`config.mk`:
```
export PLATFORM = sky130hd
export DESIGN_NAME = uart_rx
export DESIGN_NICKNAME = d
export VERILOG_FILES = /design/src/rtl/uart_pkg.sv /design/src/rtl/simple_timer.sv /design/src/rtl/uart_rx.sv
export SDC_FILE = /design/constraint.sdc
export NUM_CORES = 1
export LEC_CHECK = 0
export ABC_AREA = 1
export CAP_MARGIN = 20
export CORE_UTILIZATION = 47
export CTS_BUF_LIST = sky130_fd_sc_hd__clkbuf_8
export CTS_CLUSTER_DIAMETER = 200
export DETAILED_ROUTE_END_ITERATION = 12
export HOLD_SLACK_MARGIN = 0.02
export PLACE_DENSITY = 0.64
export RECOVER_POWER = 100
export SYNTH_ARGS = -nofsm -noshare
export SYNTH_HDL_FRONTEND = slang
export SYNTH_SLANG_ARGS = --single-unit
```
`constraint.sdc`:
```
create_clock -name clk -period 1.35 [get_ports clk]
set_clock_uncertainty 0.05 [all_clocks]
set_input_delay 0.135 -clock clk [delete_from_list [all_inputs] [get_ports clk]]
set_output_delay 0.135 -clock clk [all_outputs]
set_load 0.005 [all_outputs]
```
`src/rtl/uart_pkg.sv`:
```
// -----------------------------------------------------------------------------
// uart_pkg
// Types and constants shared by the UART blocks (uart_rx now, uart_tx later).
//   uart_rx_state_t : receiver FSM state encoding
//   UART_DATA_BITS  : data bits per frame (8N1 format)
// -----------------------------------------------------------------------------
package uart_pkg;

    localparam int UART_DATA_BITS = 8;

    typedef enum logic [1:0] {
        IDLE  = 2'd0,
        START = 2'd1,
        DATA  = 2'd2,
        STOP  = 2'd3
    } uart_rx_state_t;

endpackage : uart_pkg

```
`src/rtl/simple_timer.sv`:
```
// -----------------------------------------------------------------------------
// simple_timer
// Free-running bit-period timer. The count is held at 0 while rst is high and
// starts counting the cycle after rst falls, wrapping every PERIOD cycles.
//   clk  : system clock
//   rst  : synchronous active-high reset / re-phase request
//   full : count is at PERIOD-1 (last cycle of a bit period)
//   half : count is at PERIOD>>1 (middle of a bit period)
// -----------------------------------------------------------------------------
module simple_timer #(
    parameter int PERIOD = 27_000_000 / 9600,
    parameter int BITS   = 24
) (
    input  logic clk,
    input  logic rst,
    output logic full,
    output logic half
);

    localparam logic [BITS-1:0] LAST_CNT = BITS'(PERIOD - 1);
    localparam logic [BITS-1:0] HALF_CNT = BITS'(PERIOD >> 1);

    logic [BITS-1:0] count_r;

    // Bit-period counter: held at zero in reset, wraps after PERIOD cycles.
    always_ff @(posedge clk) begin
        if (rst) begin
            count_r <= {BITS{1'b0}};
        end else if (count_r == LAST_CNT) begin
            count_r <= {BITS{1'b0}};
        end else begin
            count_r <= count_r + {{(BITS-1){1'b0}}, 1'b1};
        end
    end

    // Strobe decode from the registered count; suppressed while held in reset.
    always_comb begin
        full = 1'b0;
        half = 1'b0;
        if (!rst) begin
            full = (count_r == LAST_CNT);
            half = (count_r == HALF_CNT);
        end else begin
            full = 1'b0;
            half = 1'b0;
        end
    end

endmodule : simple_timer

```
`src/rtl/uart_rx.sv`:
```
// -----------------------------------------------------------------------------
// uart_rx
// 8N1 serial receiver. The asynchronous rxd line is synchronised, a falling
// edge in IDLE re-phases the bit timer, and each bit is sampled on the timer's
// mid-bit strobe. Received bytes land in a one-entry valid/ready holding
// register; sticky flags report framing errors and overruns.
//   clk       : system clock
//   rst_n     : asynchronous active-low reset
//   rxd       : serial input, idle high
//   rx_data   : received byte, valid while rx_valid
//   rx_valid  : holding register full
//   rx_ready  : consumer pops the byte when rx_valid && rx_ready
//   frame_err : sticky, stop bit sampled low
//   overrun   : sticky, byte arrived while holding register full and not popped
//   err_clr   : one-cycle pulse clearing both sticky flags
// -----------------------------------------------------------------------------
module uart_rx
    import uart_pkg::*;
#(
    parameter int PERIOD = 27_000_000 / 9600,
    parameter int BITS   = 24
) (
    input  logic                      clk,
    input  logic                      rst_n,
    input  logic                      rxd,
    output logic [UART_DATA_BITS-1:0] rx_data,
    output logic                      rx_valid,
    input  logic                      rx_ready,
    output logic                      frame_err,
    output logic                      overrun,
    input  logic                      err_clr
);

    localparam logic [2:0] LAST_IDX = 3'(UART_DATA_BITS - 1);

    // Synchroniser and edge detector
    logic sync1_r;
    logic sync2_r;
    logic prev_r;
    logic fall_s;

    // FSM and datapath
    uart_rx_state_t            state_r;
    uart_rx_state_t            state_s;
    logic [UART_DATA_BITS-1:0] shift_r;
    logic [UART_DATA_BITS-1:0] shift_s;
    logic [2:0]                idx_r;
    logic [2:0]                idx_s;
    logic                      deliver_s;
    logic                      ferr_set_s;

    // Holding register and flags
    logic [UART_DATA_BITS-1:0] rx_data_r;
    logic [UART_DATA_BITS-1:0] rx_data_s;
    logic                      rx_valid_r;
    logic                      rx_valid_s;
    logic                      frame_err_r;
    logic                      frame_err_s;
    logic                      overrun_r;
    logic                      overrun_s;
    logic                      pop_s;

    // Timer control
    logic timer_rst_r;
    logic timer_rst_s;
    logic half_s;
    logic timer_full_unused;

    // The timer has only a synchronous reset, so system reset is folded in
    // here to keep it parked at zero while rst_n is low.
    assign timer_rst_s = timer_rst_r | ~rst_n;

    simple_timer #(
        .PERIOD (PERIOD),
        .BITS   (BITS)
    ) u_timer (
        .clk  (clk),
        .rst  (timer_rst_s),
        .full (timer_full_unused),
        .half (half_s)
    );

    assign fall_s = prev_r & ~sync2_r;

    // Two-stage synchroniser for rxd plus the edge-detect history flop.
    always_ff @(posedge clk or negedge rst_n) begin
        if (!rst_n) begin
            sync1_r <= 1'b1;
            sync2_r <= 1'b1;
            prev_r  <= 1'b1;
        end else begin
            sync1_r <= rxd;
            sync2_r <= sync1_r;
            prev_r  <= sync2_r;
        end
    end

    // FSM state register; the timer is held in reset exactly while in IDLE.
    always_ff @(posedge clk or negedge rst_n) begin
        if (!rst_n) begin
            state_r     <= IDLE;
            timer_rst_r <= 1'b1;
        end else begin
            state_r     <= state_s;
            timer_rst_r <= (state_s == IDLE);
        end
    end

    // Next-state, bit sampling and delivery/error event decode.
    always_comb begin
        state_s    = state_r;
        shift_s    = shift_r;
        idx_s      = idx_r;
        deliver_s  = 1'b0;
        ferr_set_s = 1'b0;
        case (state_r)
            IDLE: begin
                if (fall_s) begin
                    state_s = START;
                end else begin
                    state_s = IDLE;
                end
            end
            START: begin
                if (half_s) begin
                    // A line back high at mid start bit was a glitch.
                    if (sync2_r) begin
                        state_s = IDLE;
                    end else begin
                        state_s = DATA;
                        idx_s   = 3'd0;
                    end
                end else begin
                    state_s = START;
                end
            end
            DATA: begin
                if (half_s) begin
                    shift_s = {sync2_r, shift_r[UART_DATA_BITS-1:1]};
                    if (idx_r == LAST_IDX) begin
                        state_s = STOP;
                    end else begin
                        idx_s = idx_r + 3'd1;
                    end
                end else begin
                    state_s = DATA;
                end
            end
            STOP: begin
                // Leaving at mid stop bit lets a back-to-back start edge be
                // seen half a bit later.
                if (half_s) begin
                    state_s = IDLE;
                    if (sync2_r) begin
                        deliver_s = 1'b1;
                    end else begin
                        ferr_set_s = 1'b1;
                    end
                end else begin
                    state_s = STOP;
                end
            end
            default: begin
                state_s = IDLE;
            end
        endcase
    end

    // Shift register and bit index.
    always_ff @(posedge clk or negedge rst_n) begin
        if (!rst_n) begin
            shift_r <= {UART_DATA_BITS{1'b0}};
            idx_r   <= 3'd0;
        end else begin
            shift_r <= shift_s;
            idx_r   <= idx_s;
        end
    end

    assign pop_s = rx_valid_r & rx_ready;

    // Holding register and sticky flag update; set events win over err_clr.
    always_comb begin
        rx_data_s   = rx_data_r;
        rx_valid_s  = rx_valid_r;
        frame_err_s = frame_err_r;
        overrun_s   = overrun_r;

        if (err_clr) begin
            frame_err_s = 1'b0;
            overrun_s   = 1'b0;
        end else begin
            frame_err_s = frame_err_r;
            overrun_s   = overrun_r;
        end

        if (ferr_set_s) begin
            frame_err_s = 1'b1;
        end else begin
            frame_err_s = frame_err_s;
        end

        if (deliver_s) begin
            // A pop in the same cycle frees the slot for the new byte.
            if (!rx_valid_r || pop_s) begin
                rx_data_s  = shift_r;
                rx_valid_s = 1'b1;
            end else begin
                overrun_s = 1'b1;
            end
        end else if (pop_s) begin
            rx_valid_s = 1'b0;
        end else begin
            rx_valid_s = rx_valid_r;
        end
    end

    // Output registers.
    always_ff @(posedge clk or negedge rst_n) begin
        if (!rst_n) begin
            rx_data_r   <= {UART_DATA_BITS{1'b0}};
            rx_valid_r  <= 1'b0;
            frame_err_r <= 1'b0;
            overrun_r   <= 1'b0;
        end else begin
            rx_data_r   <= rx_data_s;
            rx_valid_r  <= rx_valid_s;
            frame_err_r <= frame_err_s;
            overrun_r   <= overrun_s;
        end
    end

    assign rx_data   = rx_data_r;
    assign rx_valid  = rx_valid_r;
    assign frame_err = frame_err_r;
    assign overrun   = overrun_r;

endmodule : uart_rx

```
Word-level counts from Yosys, hierarchy flattened
Cells that the tools add are included.
{"block": "word_totals", "register_bits": 52, "elab_cells": 69, "in_bits": 5, "output_inout_bits": 11}
{"block": "classes", "n_eq_ne": 11, "add_sub_neg": 2, "reduce_logical": 12, "bitwise": 5, "muxes": 27}
{"cell": "adder 24 x 1 -> 24 bit, second input constant", "n": 1}
{"cell": "equality test 24 x 11 -> 1 bit, second input constant", "n": 1}
{"cell": "equality test 24 x 12 -> 1 bit, second input constant", "n": 1}
{"cell": "two-way mux 1 bit", "n": 16}
{"cell": "two-way mux 3 bit", "n": 4}
{"cell": "two-way mux 2 bit", "n": 5}
{"cell": "!= test 2 bit, second input constant", "n": 4}
{"cell": "one-hot mux 2 bit (4 select lines)", "n": 1}
{"cell": "one-hot mux 3 bit (2 select lines)", "n": 1}
{"cell": "AND reduction 2 bit", "n": 3}
{"cell": "nonzero test 2 bit", "n": 3}
{"cell": "AND reduction 5 bit", "n": 1}
{"cell": "equality test 2 bit, second input constant", "n": 2}
{"cell": "zero test 2 bit", "n": 2}
{"cell": "adder 3 x 1 -> 3 bit, second input constant", "n": 1}
{"cell": "equality test 3 bit, second input constant", "n": 1}
{"cell": "AND 1 bit", "n": 2}
{"cell": "equality test 2 x 1 -> 1 bit, second input constant", "n": 1}
{"cell": "!= test 2 x 1 -> 1 bit, second input constant", "n": 1}
{"cell": "NOT 1 bit", "n": 2}
{"cell": "OR reduction 2 bit", "n": 1}
{"cell": "zero test 1 bit", "n": 1}
{"cell": "logical OR 1 bit", "n": 1}
{"cell": "bitwise OR 1 bit", "n": 1}

Logic depth before layout (Yosys ltp)
Gate-level depths: netlist of run 1.
{"block": "depth", "depth_word": 7, "ltp_mapped": 12, "mapped_depth_nobuf": 12}

Cells and area by module
Synthesis of run 1 repeated with hierarchy kept, for this count alone.
{"block": "unflattened", "hier_cells": 329, "area_unflattened_um2": 2512.4}
{"mod": "simple_timer", "area_each_um2": 1376.3, "n_inst": 1, "seq_area_each_um2": 480.5, "cells_each": 205}
{"mod": "uart_rx", "area_each_um2": 1136.1, "n_inst": 1, "seq_area_each_um2": 705.7, "cells_each": 124}

Worst setup path before layout of run 1
OpenSTA, ideal clock, no wires.
{"block": "synth_path", "kind": "register -> register", "from": "register u_timer.count_r[0]", "to": "register rx_data_r[2], in the netlist rx_data[2]", "required_time_ns": 1.182, "path_slack_ns": -0.149, "setup_ns": 0.118, "t_arrival_ns": 1.330, "n_path_buf": 1, "period_less_slack_ns": 1.499, "path_stages_with_launch": 11, "cell_sequence": "dfxtp_1 inv_1 ha_1 nand2_1 nor2_1 nand3_1 nor2_4 nand3_4 buf_6 nand2_1 o21ai_2"}
{"block": "synth_between", "elab_chain_len": 5}
{"item": "from (decl)", "line_no": "simple_timer.sv:23", "rtl": "logic [BITS-1:0] count_r;"}
{"item": "from (signal assigned)", "line_no": "simple_timer.sv:28", "rtl": "count_r <= {BITS{1'b0}};"}
{"item": "from (signal assigned)", "line_no": "simple_timer.sv:30", "rtl": "count_r <= {BITS{1'b0}};"}
{"item": "from (signal assigned)", "line_no": "simple_timer.sv:32", "rtl": "count_r <= count_r + {{(BITS-1){1'b0}}, 1'b1};"}
{"item": "equality test 24 x 11 -> 1 bit", "line_no": "simple_timer.sv:42", "rtl": "half = (count_r == HALF_CNT);"}
{"item": "two-way mux 1 bit", "line_no": "simple_timer.sv:40", "rtl": "if (!rst) begin"}
{"item": "two-way mux 1 bit", "line_no": "uart_rx.sv:152", "rtl": "if (half_s) begin"}
{"item": "two-way mux 1 bit", "line_no": "uart_rx.sv:116", "rtl": "case (state_r)"}
{"item": "AND reduction 2 bit (no source line)"}
{"item": "to (signal assigned)", "line_no": "uart_rx.sv:221", "rtl": "rx_data_r <= {UART_DATA_BITS{1'b0}};"}
{"item": "to (signal assigned)", "line_no": "uart_rx.sv:226", "rtl": "rx_data_r <= rx_data_s;"}
{"item": "to (decl)", "line_no": "uart_rx.sv:53", "rtl": "logic [UART_DATA_BITS-1:0] rx_data_r;"}
No other way between the ends.
A chain may end at the register's enable or synchronous reset.

Worst setup path in the final report of run 1
{"block": "layout_path", "from": "register u_timer.count_r[0]", "to": "register rx_data_r[7], in the netlist rx_data[7]"}
Same word-level chain as after synthesis.

==> flow_results.org, run 1 <==
** Status
- The run finished, with violations left.
- Violations in the final reports :: negative setup slack

** Yosys
- For this run, the number of Yosys warnings is 0.
- Synthesized area per cell :: about 7.7 um2
- Cell types occupying the most area after synthesis :: sky130_fd_sc_hd__dfrtp_1, sky130_fd_sc_hd__dfxtp_1, sky130_fd_sc_hd__nand2_1
- Async S/R FF share, synth :: 53.8%
- Share of the synthesized area in the top cell type :: 23.5%
- Synth Cell Area :: 0.00256 mm2
- Sequential elements use 46.4% of the synthesized area.
- Largest area contributor in the synthesized netlist :: sky130_fd_sc_hd__dfrtp_1
- Synthesized net count :: ~340
- In this run, synthesis produced a sequential element count of 52.
- In the post-synthesis netlist, the cell with the most instances is sky130_fd_sc_hd__nand2_1.
- The most used flip-flop cell after synthesis is sky130_fd_sc_hd__dfxtp_1.
- Counting distinct cell types in the post-synthesis netlist gives 30.
- Number of instances in the synthesized netlist :: about 330
- Ranked by instance count, the synthesized netlist is headed by sky130_fd_sc_hd__nand2_1, sky130_fd_sc_hd__nor2_1, sky130_fd_sc_hd__inv_1.
- EDFF count, synth :: 0

** Power
- Power Density :: 684 mW/mm2
- Switching fraction of total power :: ~24%
- Post-route total power :: approximately 2.6 mW
- For this design the total switching power over the nets is about 0.63 mW.
- Sequential group share of total power :: 60.3%
- Worst ir drop on vdd :: around 0.62 mV
- Leakage Power :: approximately 1.7 nW
- The clock network is responsible for about a third of the overall power.
- Internal portion of total power :: slightly below 2 mW
- In this run, the combinational gates consume 4.5% of the power.

** STA
- Highest attainable clock frequency :: between 600 and 700 MHz
- Share of the cycle needed by the critical path after routing :: 111%
- Hold violation count in the final report :: 0
- After layout, the worst setup slack is -0.147 ns.
- Setup-failing EPs final :: 47
- Setup repair after global routing could not meet its margin everywhere.
- Min Clock Period, post-route :: between 1 and 1.5 ns
- The worst pin sits at a relative slew slack of around 53%.
- At the pin with the least slew margin, the transition time is 0.704 ns.
- The total count of max-transition violations in the final report is 0.

** Worst setup path
- The critical path is of the reg2reg type.
- The worst register-to-register path begins at u_timer.count_r[0]$_SDFF_PP0_.
- For the worst flop-to-flop path, the logic depth is 10.
- Reg2reg setup slack :: -0.15 ns
- Data required time at the worst endpoint :: approximately 1.5 ns
- The worst setup path is captured at a register.
- In this run the critical register-to-register path is captured at rx_data[7]$_DFFE_PN0P_.
- Startpoint type of the worst setup path :: register
- Endpoint arrival time on the critical path :: about 1.7 ns
- Of all nets on the critical path, the largest fanout is 8.

** Placed design
- The congestion estimate from routability-driven global placement came to ~0.86.
- Once placement finished, the instance area stood at 0.00326 mm2.
- Post-detail-place hpwl :: roughly 4100 um
- Input and output buffers added on the ports amount to 15.
- Worst setup slack after placement :: -0.441 ns
- Placed cell count :: 475

** Global route
- The first global-routing pass estimated ~10000 um of wire.
- The total overflow left after global routing is 0.
- Vias in the first global route :: roughly 2200
- Entering global routing, the biggest net connects 29 pins.
- Number of antenna violations at the first check in global routing :: 0
- Global routing consumed, over all layers together, a little under a quarter of the routing resources.

** Floorplanning
- Pin placement for this block handled 16 I/O pins.
- Count of standard-cell rows :: 26
- From bottom edge to top edge, the die measures about 76 um.
- The die is 75.8 um wide.
- Initial Util :: between 40 and 50%
- Area of the die :: ~0.0057 mm2
- Core region area :: between 0.005 and 0.006 mm2

** Clocking
- CTS H-tree lvls :: 2
- TritonCTS buffer count :: 5
- TritonCTS built the clock tree.
- The clock reaches the later pin of the worst-skew pair after 0.32 ns.
- Counting along the longest clock path gives a buffer depth of 2.
- Clock-pin slew on the worst setup and hold paths :: 0.11 ns
- Clock tree synthesis found a total of 52 sinks.
- The tree is rooted in a sky130_fd_sc_hd__clkbuf_8.

** Drt
- In the final routed layout, each cell accounts on average for 12.7 um.
- The final layout contains routed wiring with a total length of between 6000 and 7000 um.
- In the routed design, unresolved DRC markers number 0.
- Drt via density :: slightly below 5
- The final route contains 2449 vias.
- The first detailed-routing pass ran for 4 iterations.
- Post-DRT Antenna Nets :: 0
- The first routing iteration left 112 violations.

** Min path
- Startpoint of the worst hold path :: rxd
- The path with the worst hold slack has its endpoint at sync1_r$_DFF_PN1_.
- WHS Path Cells :: 1
- The path class of the tightest hold or removal check is in2reg.

** Finish
- Fraction of final layout cells sized beyond drive strength 1 :: between 40% and 50%
- For this run, the number of standard cells in the final layout without fillers is around 500.
- Number of diodes :: 0
- Relative to the synthesized area, the layout overhead comes to 48.9%.
- The net count of the finished layout is ~440.
- Design area :: around 0.0038 mm2
- For this run, the share of the core covered by cells in the final layout is ~74%.

** Job
- The tool flagged a number of max-cap violations equal to 0.
metal layers:
layer,up-vias,GRT usage (%),part of all wire (%)
met4,0,8.85,1.7
met1,1143,31.8,48
met5,-,0,0
met3,11,4.76,4.0
li1,1251,-,-
met2,44,38.6,46
cell type report:
type | count | area (um2)
multi-input combinational | 238 | 1490
fill | 380 | 1360
sequential | 52 | 1210
timing repair buffer | 93 | 776
inverter | 42 | 158
tap | 70 | 87.6
clock buffer | 5 | 68.8
clock inverter | 3 | 20.0
layout by cell type (no fill, tap or decap), types with 5 or more instances in the layout:
master                          count
sky130_fd_sc_hd__nor2_1            36
sky130_fd_sc_hd__nand2_1           62
sky130_fd_sc_hd__buf_4             70
sky130_fd_sc_hd__inv_1             38
sky130_fd_sc_hd__nand3_1           10
sky130_fd_sc_hd__inv_2              5
sky130_fd_sc_hd__nand2_2           32
sky130_fd_sc_hd__clkbuf_8           5
sky130_fd_sc_hd__dfrtp_1           24
sky130_fd_sc_hd__dfxtp_1            8
sky130_fd_sc_hd__dfxtp_2           14
sky130_fd_sc_hd__nor2_4             9
sky130_fd_sc_hd__a21oi_1           12
sky130_fd_sc_hd__nand4_1            7
sky130_fd_sc_hd__dlygate4sd2_1     11
sky130_fd_sc_hd__buf_6              5
sky130_fd_sc_hd__o21ai_2           16
sky130_fd_sc_hd__nor2_2            13
sky130_fd_sc_hd__xor2_1             5
stage by stage:
step,setup TNS [ns],hold slack (ns)
finish,-4.82,0.304
detailed placement,-11.48,0.299
floorplan,-0.481,-0.211
global route,-9.29,0.301
CTS,-4.60,0.163
global placement,-10.13,0.296
power by group through the flow:
stage	registers, mW	logic (mW)	clock network (mW)
6_report	1.57	0.116	0.917
2_1_floorplan	1.61	0.0343	0
3_5_place_dp	1.61	0.0957	0
4_1_cts	1.57	0.118	0.932
5_1_grt	1.57	0.132	0.994
3_3_place_gp	1.61	0.0942	0
what timing repair did:
item / in CTS / in global routing
gates resized for setup: 82 / 23
gates cloned: 2 / 1
pin swaps: 15 / 9
setup buffers: 16 / 1
setup endpoints to repair: 60 / 49
hold buffers: 0 / 0
registers in the layout, indices dropped and copies added, names as in the netlist:
name	flops
sync1_r	1
timer_rst_r	1
state_r	2
overrun	1
rx_data	8
frame_err	1
u_timer.count_r	24
idx_r	3
shift_r	8
rx_valid	1
prev_r	1
sync2_r	1
critical path, cell delays in order, from the launching register on:
cell and delay (ns):
sky130_fd_sc_hd__dfxtp_2 0.35, sky130_fd_sc_hd__inv_2 0.06, sky130_fd_sc_hd__ha_4 0.13, sky130_fd_sc_hd__nand2_4 0.06, sky130_fd_sc_hd__nor2_4 0.07, sky130_fd_sc_hd__nand3_2 0.09
sky130_fd_sc_hd__nor2_4 0.16, sky130_fd_sc_hd__buf_6 0.13, sky130_fd_sc_hd__nand3_4 0.14, sky130_fd_sc_hd__nand2_2 0.13, sky130_fd_sc_hd__o21ai_2 0.05
worst max-delay path by stage:
stage                                  startpoint                     end  slack [ns]
detailed placement                          rst_n  rx_data[0]$_DFFE_PN0P_       -0.44
global placement                            rst_n  rx_data[0]$_DFFE_PN0P_       -0.39
CTS                 u_timer.count_r[0]$_SDFF_PP0_  rx_data[0]$_DFFE_PN0P_       -0.15
global route                                rst_n  rx_data[0]$_DFFE_PN0P_       -0.23
floorplan           u_timer.count_r[0]$_SDFF_PP0_  rx_data[1]$_DFFE_PN0P_       -0.08
finish              u_timer.count_r[0]$_SDFF_PP0_  rx_data[7]$_DFFE_PN0P_       -0.15
cell families (layout without fill, tap and decap cells):
kind of cell / count (synthesis) / in the layout / synth area share, %
flops: 52 / 52 / 46.4
xor+xnor: 7 / 7 / 2.40
simple gates: 192 / 194 / 32.9
compound gates: 33 / 33 / 9.00
buf+inv: 46 / 143 / 7.43
fa+ha+maj: 4 / 4 / 1.96
Power figures use the tool's default switching activity.
==> inputs of run 2 (changes only) <==
Settings changed: CORE_UTILIZATION 47 to 35, PLACE_DENSITY 0.64 to 0.5.
==> flow_results.org, run 2 (synthesis results as in run 1) <==
** Status
- Run status :: finished, violations left
- The final reports fail on negative setup slack.

** Floorplanning
- The floorplan step set the die height to a little under 90 um.
- For this design the top-level I/O count stands at 16.
- Area of the die :: 0.00766 mm2
- Initial Util :: about 37%
- The floorplan step defined a core boundary enclosing between 0.006 and 0.007 mm2.
- In this run the horizontal extent of the chip is approximately 90 um.
- Count of standard-cell rows :: 30

** Worst setup path
- Worst path buffer plus inverter count :: 2
- Data on the critical path is required at its endpoint by 1.50 ns.
- The worst register-to-register path begins at u_timer.count_r[0]$_SDFF_PP0_.
- Maximum single-stage delay on the critical path :: roughly 0.35 ns
- In this run the register-to-register setup slack is -0.15 ns.
- In this run the critical register-to-register path is captured at rx_data[1]$_DFFE_PN0P_.
- Cell Chain, Critical Path :: inv_2 -> ha_4 -> nand2_2 -> nor2_2 -> nand3_2 -> nor2_4 -> buf_6 -> nand3_4 -> nand2_2 -> o21ai_2
- Along the worst path, the maximum fanout reaches 8.
- Master of the slowest instance on the critical path :: sky130_fd_sc_hd__dfxtp_2
- The worst setup path is of the reg2reg kind.
- The worst setup path is launched from a register.
- The worst register-to-register path has a depth of 10.
- Critical path's top delay family :: simple AND/OR/NAND/NOR gates
- In this design, the critical path's most frequently occurring cell is sky130_fd_sc_hd__nand2_2.
- The worst setup path is captured at a register.
- At the worst endpoint, the arrival time is ~1.7 ns.

** Job
- Max Cap Violations :: 0

** Finish
- Of the cells placed in the final design, the portion with a size suffix greater than 1 is about 45%.
- The layout has 676 filler cells.
- Ranked by flip-flop count, first place goes to u_timer.count_r.
- In the layout the commonest cells are sky130_fd_sc_hd__nand2_1, sky130_fd_sc_hd__buf_4, sky130_fd_sc_hd__inv_1.
- Net count, final :: 446
- With fillers left out, the area of the finished cells amounts to around 0.0039 mm2.
- Most common cell after layout, fill and taps aside :: sky130_fd_sc_hd__nand2_1
- Number of diodes :: 0
- Layout Area Growth over Synthesis :: 51.0%
- Layout Utilization :: a little under three fifths
- The register with the most flip-flops in the layout has 24 of them.

** Power
- The analysis attributes to cell leakage a power of around 1.6 nW.
- Power Density :: approximately 670 mW/mm2
- The worst-case IR drop observed on VDD is between 0.7 and 0.8 mV.
- Post-route total power :: ~2.6 mW

** Min path
- The min-delay analysis places its worst path in the category reg2reg.
- The startpoint identified for the worst hold timing path is sync1_r$_DFF_PN1_.
- For hold timing, the worst endpoint is sync2_r$_DFF_PN1_.
- Along the worst hold path, the cell count comes to 0.

** STA
- Highest attainable clock frequency :: about 670 MHz
- The number of hold-slack violations in the final timing report is 0.
- After layout, the minimum clock period comes to 1.50 ns.
- Setup-failing EPs final :: between 40 and 50
- In the final timing run, aggregate negative setup slack is -4.42 ns.
- Measured against its own limit, the worst slew margin works out to between 50% and 60%.
- Setup repair after global routing could not meet its margin everywhere.
- At the pin with the least slew margin, the transition time is 0.701 ns.
- Max Transition Viols Final :: 0
- Once routing completed, OpenROAD measured the worst setup slack at -0.148 ns.
- Dividing the final minimum period by the clock period gives 111%.
- Hold is met by between 0.3 and 0.4 ns.

** Drt
- Post-DRT Antenna Nets :: 0
- In the routed layout, each cell is associated on average with a via count of approximately 4.5.
- Across all layers, the routed design uses ~2400 vias.
- DRT iter0 DRCs :: between 80 and 90
- Final routed wirelength across all metal layers :: ~6100 um
- In the routed design, unresolved DRC markers number 0.
- The first detailed-routing pass took 4 iterations.
- After detailed routing, the average wire length per cell comes to around 11 um.

** Global route
- Grt ovf :: 0
- Vias in the first global route :: between 2000 and 2500
- First-pass GRT wire length :: between 10000 and 15000 um
- Entering global routing, the biggest net connects 29 pins.
- For this run, the total global-route usage over all layers was measured as around 18%.
- The initial antenna violation count was 0.

** Clocking
- Clock-pin slew on the worst setup and hold paths :: around 0.1 ns
- Insertion delay to the later sink of the worst-skew pair :: around 0.30 ns
- TritonCTS built the clock tree.
- In this run, post-CTS hold repair placed 0 buffers.
- In this run the number of H-tree levels came out at 2.
- The tree built by TritonCTS fans out to 52 sinks.
- CTS Root Buffer Type :: sky130_fd_sc_hd__clkbuf_8
- TritonCTS created 5 clock buffers.
- Clock tree buffer depth :: 2

** Placed design
- # port buffers :: 15
- Routability-driven placement finished with a final weighted congestion of 0.808.
- Once placement finished, the instance area stood at between 0.003 and 0.004 mm2.
- The wire-length estimate of the detail-placed layout is between 4000 and 5000 um.
-- run 2: routing by layer --
layer	GRT usage [%]	vias to the layer above	wire length (um)
li1	-	1255	-
met1	25.2	1099	3160
met2	27.3	17	2770
met3	2.75	6	142
met4	4.77	0	61
met5	0	-	0
-- run 2: stage by stage --
step           instances  setup WS (ns)
5_1_grt              534         -0.267
3_3_place_gp         509         -0.440
6_report             534         -0.148
4_1_cts              532         -0.188
3_5_place_dp         509         -0.465
2_1_floorplan        334        -0.0836
-- run 2: worst max-delay path by stage --
stage / cells after the start / slack [ns] / to / from
after global routing: 9 / -0.27 / rx_data[5]$_DFFE_PN0P_ / u_timer.count_r[17]$_SDFF_PP0_
after CTS: 10 / -0.19 / rx_data[7]$_DFFE_PN0P_ / u_timer.count_r[0]$_SDFF_PP0_
final: 10 / -0.15 / rx_data[1]$_DFFE_PN0P_ / u_timer.count_r[0]$_SDFF_PP0_
after detailed placement: 8 / -0.46 / rx_data[7]$_DFFE_PN0P_ / rst_n
after floorplan: 10 / -0.08 / rx_data[1]$_DFFE_PN0P_ / u_timer.count_r[0]$_SDFF_PP0_
after global placement: 8 / -0.44 / rx_data[0]$_DFFE_PN0P_ / rst_n
-- run 2: final cells by class --
cell class / count / area (um2) / area share [%]
multi-input cells: 237 / 1420 / 36.8
flip-flops and latches: 52 / 1210 / 31.5
repair buffers: 99 / 860 / 22.3
inverters: 42 / 158 / 4.08
well taps: 96 / 120 / 3.11
clock buffers: 5 / 68.8 / 1.78
clock inverters: 3 / 20.0 / 0.518
-- run 2: worst reg2reg max path, stage by stage, from the launching register on --
cell and delay, ns:
sky130_fd_sc_hd__dfxtp_2 0.35, sky130_fd_sc_hd__inv_2 0.06, sky130_fd_sc_hd__ha_4 0.12, sky130_fd_sc_hd__nand2_2 0.05, sky130_fd_sc_hd__nor2_2 0.10, sky130_fd_sc_hd__nand3_2 0.11
sky130_fd_sc_hd__nor2_4 0.14, sky130_fd_sc_hd__buf_6 0.12, sky130_fd_sc_hd__nand3_4 0.15, sky130_fd_sc_hd__nand2_2 0.12, sky130_fd_sc_hd__o21ai_2 0.05
-- run 2: where the power goes --
group          switching [mW]  leakage [nW]  total (mW)  internal, mW
sequential             0.0111         0.575        1.57          1.56
combinational          0.0675          1.02       0.145        0.0772
clock                   0.519        0.0455       0.882         0.363
total                   0.598          1.64        2.60          2.00
-- run 2: repair_timing --
action / 4_1_cts / 5_1_grt
pin swaps: 19 / 18
setup buffers: 13 / 2
setup endpoints to repair: 56 / 52
gates resized for setup: 64 / 33
cloned: 2 / 0
